### src/rtl/cb_skew_sampler.sv
// Per-channel skew sampler: every channel records {valid, data} into a circular history and
// replays it after a runtime-programmable delay of 0..DEPTH cycles.
module cb_skew_sampler #(
  parameter int unsigned WIDTH        = 8,
  parameter int unsigned CHANNELS     = 2,
  parameter int unsigned DEPTH        = 4,
  parameter int unsigned DEFAULT_SKEW = 3,
  localparam int unsigned ChW         = (CHANNELS > 1) ? $clog2(CHANNELS) : 1,
  localparam int unsigned SkW         = $clog2(DEPTH + 1)
) (
  input  logic                      clk,
  input  logic                      rst_n,
  input  logic [CHANNELS*WIDTH-1:0] in_data,
  input  logic [CHANNELS-1:0]       in_valid,
  input  logic                      cfg_wr,
  input  logic [ChW-1:0]            cfg_ch,
  input  logic [SkW-1:0]            cfg_skew,
  output logic                      cfg_ready,
  output logic                      cfg_err,
  output logic [CHANNELS*WIDTH-1:0] smp_data,
  output logic [CHANNELS-1:0]       smp_valid
);

  localparam int unsigned Entries = DEPTH + 1;
  localparam int unsigned PtrW    = $clog2(Entries);

  logic [PtrW-1:0]       ptr_q, ptr_d;
  logic [SkW-1:0]        skew_q [CHANNELS];
  logic                  hist_v_q [CHANNELS][Entries];
  logic [WIDTH-1:0]      hist_d_q [CHANNELS][Entries];
  logic [CHANNELS*WIDTH-1:0] smp_data_q;
  logic [CHANNELS-1:0]   smp_valid_q;
  logic                  ready_q, ready_d;
  logic                  err_q, err_d;

  logic                  cfg_take, cfg_legal, cfg_accept;
  logic [CHANNELS-1:0]   flush;
  logic                  sel_v [CHANNELS];
  logic [WIDTH-1:0]      sel_d [CHANNELS];

  always_comb begin
    cfg_take   = cfg_wr && ready_q;
    cfg_legal  = (32'(cfg_skew) <= DEPTH) && (32'(cfg_ch) < CHANNELS);
    cfg_accept = cfg_take && cfg_legal;
    ready_d    = !cfg_accept;
    err_d      = err_q || (cfg_take && !cfg_legal);
    ptr_d      = (32'(ptr_q) == DEPTH) ? '0 : ptr_q + 1'b1;
    flush      = '0;
    for (int c = 0; c < CHANNELS; c++) begin
      flush[c] = cfg_accept && (32'(cfg_ch) == c);
    end
  end

  // Entry written k edges ago sits k slots behind the write pointer; k=0 bypasses the history.
  always_comb begin
    int unsigned idx;
    idx = 0;
    for (int c = 0; c < CHANNELS; c++) begin
      sel_v[c] = in_valid[c];
      sel_d[c] = in_data[c*WIDTH +: WIDTH];
      if (skew_q[c] != '0) begin
        idx = 32'(ptr_q) + Entries - 32'(skew_q[c]);
        if (idx >= Entries) begin
          idx = idx - Entries;
        end
        sel_v[c] = hist_v_q[c][PtrW'(idx)];
        sel_d[c] = hist_d_q[c][PtrW'(idx)];
      end
    end
  end

  always_ff @(posedge clk or negedge rst_n) begin
    if (!rst_n) begin
      ptr_q       <= '0;
      ready_q     <= 1'b1;
      err_q       <= 1'b0;
      smp_data_q  <= '0;
      smp_valid_q <= '0;
      for (int c = 0; c < CHANNELS; c++) begin
        skew_q[c] <= SkW'(DEFAULT_SKEW);
        for (int e = 0; e < Entries; e++) begin
          hist_v_q[c][e] <= 1'b0;
          hist_d_q[c][e] <= '0;
        end
      end
    end else begin
      ptr_q   <= ptr_d;
      ready_q <= ready_d;
      err_q   <= err_d;
      for (int c = 0; c < CHANNELS; c++) begin
        hist_d_q[c][ptr_q] <= in_data[c*WIDTH +: WIDTH];
        if (flush[c]) begin
          // A flush also discards the capture taken on this same edge.
          for (int e = 0; e < Entries; e++) begin
            hist_v_q[c][e] <= 1'b0;
          end
          skew_q[c]      <= cfg_skew;
          smp_valid_q[c] <= 1'b0;
        end else begin
          hist_v_q[c][ptr_q] <= in_valid[c];
          smp_valid_q[c]     <= sel_v[c];
          if (sel_v[c]) begin
            smp_data_q[c*WIDTH +: WIDTH] <= sel_d[c];
          end
        end
      end
    end
  end

  assign cfg_ready = ready_q;
  assign cfg_err   = err_q;
  assign smp_data  = smp_data_q;
  assign smp_valid = smp_valid_q;

endmodule

### config.mk
export PLATFORM = sky130hd
export DESIGN_NAME = cb_skew_sampler
export DESIGN_NICKNAME = d
export VERILOG_FILES = /design/src/rtl/cb_skew_sampler.sv
export SDC_FILE = /design/constraint.sdc
export NUM_CORES = 1
export LEC_CHECK = 0
export CELL_PAD_IN_SITES_DETAIL_PLACEMENT = 0
export CELL_PAD_IN_SITES_GLOBAL_PLACEMENT = 1
export CORE_MARGIN = 10
export CORE_UTILIZATION = 51
export CTS_CLUSTER_DIAMETER = 80
export DETAILED_ROUTE_END_ITERATION = 7
export GPL_TIMING_DRIVEN = 0
export PLACE_DENSITY = 0.86
export REMOVE_ABC_BUFFERS = 1
export SLEW_MARGIN = 0
export SYNTH_ARGS = -nofsm -noshare
export SYNTH_HDL_FRONTEND = slang
export SYNTH_SLANG_ARGS = --single-unit
### constraint.sdc
create_clock -name clk -period 8.4 [get_ports clk]
set_input_delay 1.26 -clock clk [delete_from_list [all_inputs] [get_ports clk]]
set_output_delay 1.26 -clock clk [all_outputs]
set_load 0.05 [all_outputs]
==> out/qor.csv <==
stage,metric,value,unit
logic_synthesis,synthCells,662,
timing,worstMarginPinSlew,1.346,ns
cts,ctsResizeCount,0,
logic_synthesis,synthArstFlopShare,100.0,%
worst_setup_path,cp.arrival,7.04,ns
logic_synthesis,synth-compound-area-share,19.19,%
worst_setup_path,worstSetupStartpointType,flip-flop,
floorplan,io_pins,45,
placed_design,placedCellCount,851,
cts,tritoncts,built,
flow_run,maxCapViolCount,0,
routing,detail-route-antenna-nets,0,
worst_setup_path,crit_fanout,19,
cells_and_area,regArea,2984,um2
cells_and_area,syn_to_final_growth,18.19,%
timing,fin_tns_setup,0,ns
pwr,pwr-share-comb,42.2,%
routing,via_count,5495,
pwr,p_clk_share,29.9,%
cells_and_area,stdcell_count,883,
global_route,grt_start_max_net_pins,79,
logic_synthesis,synth_flop_cell,dfrtp_1,
logic_synthesis,ys_warn_count,0,
timing,max_slew_margin,9.956,%
timing,setup_violations,0,
pwr,pwr_density_cell,311.6,nW/um2
floorplan,die_area,18310,um2
cells_and_area,nFillCells,1097,
placed_design,post_dp_cell_area,7402,um2
floorplan,die_h,135.3,um
logic_synthesis,ys_ff_latch,119,
worst_hold_path,hold_path_class,flip-flop to flip-flop,
pwr,p_switching,956.5,uW
cts,cts_setup_buffers,0,
logic_synthesis,synth_top_family_by_area,compound AO/OA/AOI/OAI gates,
cts,cts-root-buf,clkbuf_16,
floorplan,core,13140,um2
routing,drtPass1Iterations,5,
cells_and_area,antennaDiodeCount,0,
cts,clk_pin_slew,0.06,ns
timing,max_freq,148.5,MHz
run_status,outcome,"complete, no violations",
placed_design,place_congestion,0.8717,
logic_synthesis,synth_edf_count,0,
cells_and_area,design_area,8015,um2
global_route,grt_first_pass_wirelength,29290,um
global_route,grt_usage,20.04,%
global_route,grt_antenna_before_repair,0,
logic_synthesis,synthDistinctLibCells,64,
pwr,netSwitchingFraction,38.29,%
logic_synthesis,synthAdderAreaFrac,2.804,%
worst_setup_path,critPathRequiredTime,8.70,ns
timing,finalCritPeriodShare,80.19,%
routing,drc,0,
pwr,cell_internal_pwr,1.541,mW
logic_synthesis,synthXorXnorAreaFrac,0.5166,%
logic_synthesis,yosysSeqAreaShare,44.00,%
timing,fin_skew,0.005212,ns
cts,cts_sinks,119,
cts,cts_buffers,17,
logic_synthesis,synth-simple-area-share,11.53,%
cells_and_area,layout-drive-gt1-share,20.79,%
logic_synthesis,synth_area,6782,um2
timing,period_needed,6.736,ns
cells_and_area,nets,733,
floorplan,dieWidth,135.3,um
floorplan,start_util,51.62,%
worst_setup_path,critPathKind,flip-flop to flip-flop,
routing,wl_per_cell,20.15,um
pwr,ir_worst_vdd,0.1665,mV
routing,drt_iter0_drc,427,
global_route,gr-total-overflow,0,
global_route,grt_pass1_vias,5654,
cells_and_area,multi_input_area,3572,um2
worst_setup_path,crit_path_end_kind,flip-flop,
routing,wirelength,17790,um
placed_design,portBuffers,44,
placed_design,place_hpwl,11350,um
pwr,leakagePower,3.310,nW
logic_synthesis,synthMuxAreaShare,18.12,%
routing,via_per_inst,6.223,
timing,drv_slew,0,
logic_synthesis,avgSynthCellArea,10.24,um2
cts,clockBufferDepth,2,
timing,rsz0062_at_grt,no,
cts,clk_latency,0.42,ns
pwr,seq_power_share,27.9,%
cts,postCtsHoldBufs,0,
cts,htree_levels,4,
floorplan,row_count,42,
timing,timing.final.hold_violations,0,
routing by layer:
layer	up-vias	global-route usage (%)	share of wire [%]	wire, um
met5	-	0	0	0
met4	0	9.390	2.4	431
met3	41	4.340	5.8	1029
met2	208	33.04	49	8714
met1	2764	24.49	43	7615
li1	2482	-	-	-
path summary, 6_finish.rpt:
check                                   startpoint                  endpoint  slack (ns)  cells past startpoint
min in group asynchronous                    rst_n   hist_v_q[3]$_DFFE_PN0P_        0.76                      1
worst max register to register  ptr_q[0]$_DFF_PN0_  smp_data[12]$_DFFE_PN0P_        1.66                     13
max in group asynchronous                    rst_n  hist_d_q[48]$_DFFE_PN0P_        6.94                      2
worst min-delay path             cfg_err$_DFF_PN0_         cfg_err$_DFF_PN0_        0.48                      1
worst min register to register   cfg_err$_DFF_PN0_         cfg_err$_DFF_PN0_        0.48                      1
worst max-delay path            ptr_q[0]$_DFF_PN0_  smp_data[12]$_DFFE_PN0P_        1.66                     13
worst max-delay path, cell delays in order, from the launching register on:
cell       delay, ns
dfrtp_1         0.55
inv_1           0.15
ha_1            0.43
fa_1            1.15
clkinv_1        0.84
ha_1            0.49
nor2b_1         0.15
o22ai_1         0.15
nand2_1         0.50
nand2_4         0.44
mux4_2          0.56
a2111oi_2       0.22
o31a_1          0.62
mux2_4          0.35
kinds of logic after synthesis:
group | Yosys count
buffers and inverters | 63
AO/OA/AOI/OAI | 189
AND/OR/NAND/NOR | 167
XOR/XNOR | 4
flip-flops | 119
adder cells (fa/ha/maj) | 14
multiplexers | 106
placed cells by master, fill, tap and decap left out, types with 17 or more instances in the layout:
cell type,instances
a211oi_1,17
a21oi_1,52
a22oi_1,24
clkbuf_16,17
clkdlybuf4s50_1,43
dfrtp_1,114
inv_1,24
mux2_2,76
nand2_1,62
nor2_1,43
o21ai_0,37
state kept, by name (all words and copies together) (netlist names):
name       cells
hist_d_q      80
smp_data      16
hist_v_q      10
skew_q         6
ptr_q          3
smp_valid      2
cfg_err        1
cfg_ready      1
power groups by stage:
stage / clock network (mW) / registers [mW] / logic [mW]
6_report: 0.747 / 0.697 / 1.05
4_1_cts: 0.755 / 0.697 / 1.05
3_3_place_gp: 0 / 0.702 / 1.02
5_1_grt: 0.779 / 0.707 / 1.13
2_1_floorplan: 0 / 0.850 / 0.583
3_5_place_dp: 0 / 0.706 / 1.04
cell usage after synthesis, types with 5 or more instances:
cell	count	share of area (%)
mux2_2	76	13
inv_1	24	1.3
mux2_4	8	1.8
mux2i_1	14	2.1
o21ai_0	37	2.7
mux2_1	6	1.0
nand2_1	62	3.4
clkbuf_1	27	1.5
nand2b_1	16	1.5
nor2_1	43	2.4
nor3_1	11	0.81
a21oi_1	53	3.9
o221ai_1	8	1.0
nor2b_1	14	1.3
o22a_1	8	1.0
a311oi_1	16	2.1
dfrtp_1	114	42
ha_1	12	2.2
a211oi_1	17	1.9
a22oi_1	24	2.7
dfstp_2	5	1.9
through the flow:
step | utilization (%) | setup WS, ns | power [mW] | hold slack [ns]
after floorplan | - | 3.370 | 1.433 | 0.4535
after global placement | 55.38 | 1.510 | 1.720 | 0.4570
after detailed placement | 56.34 | 1.698 | 1.748 | 0.4687
after CTS | 60.97 | 1.660 | 2.501 | 0.4816
after global routing | 61.01 | 1.249 | 2.620 | 0.4909
final | 61.01 | 1.664 | 2.498 | 0.4810
final cells by class:
cell class | instances | share of cell area, %
clock buffers | 20 | 5.698
well taps | 176 | 2.747
clock inverters | 12 | 1.889
flip-flops and latches | 119 | 37.23
multi-input cells | 480 | 44.57
repair buffers | 51 | 6.697
inverters | 25 | 1.171
Power figures use the tool's default switching activity.
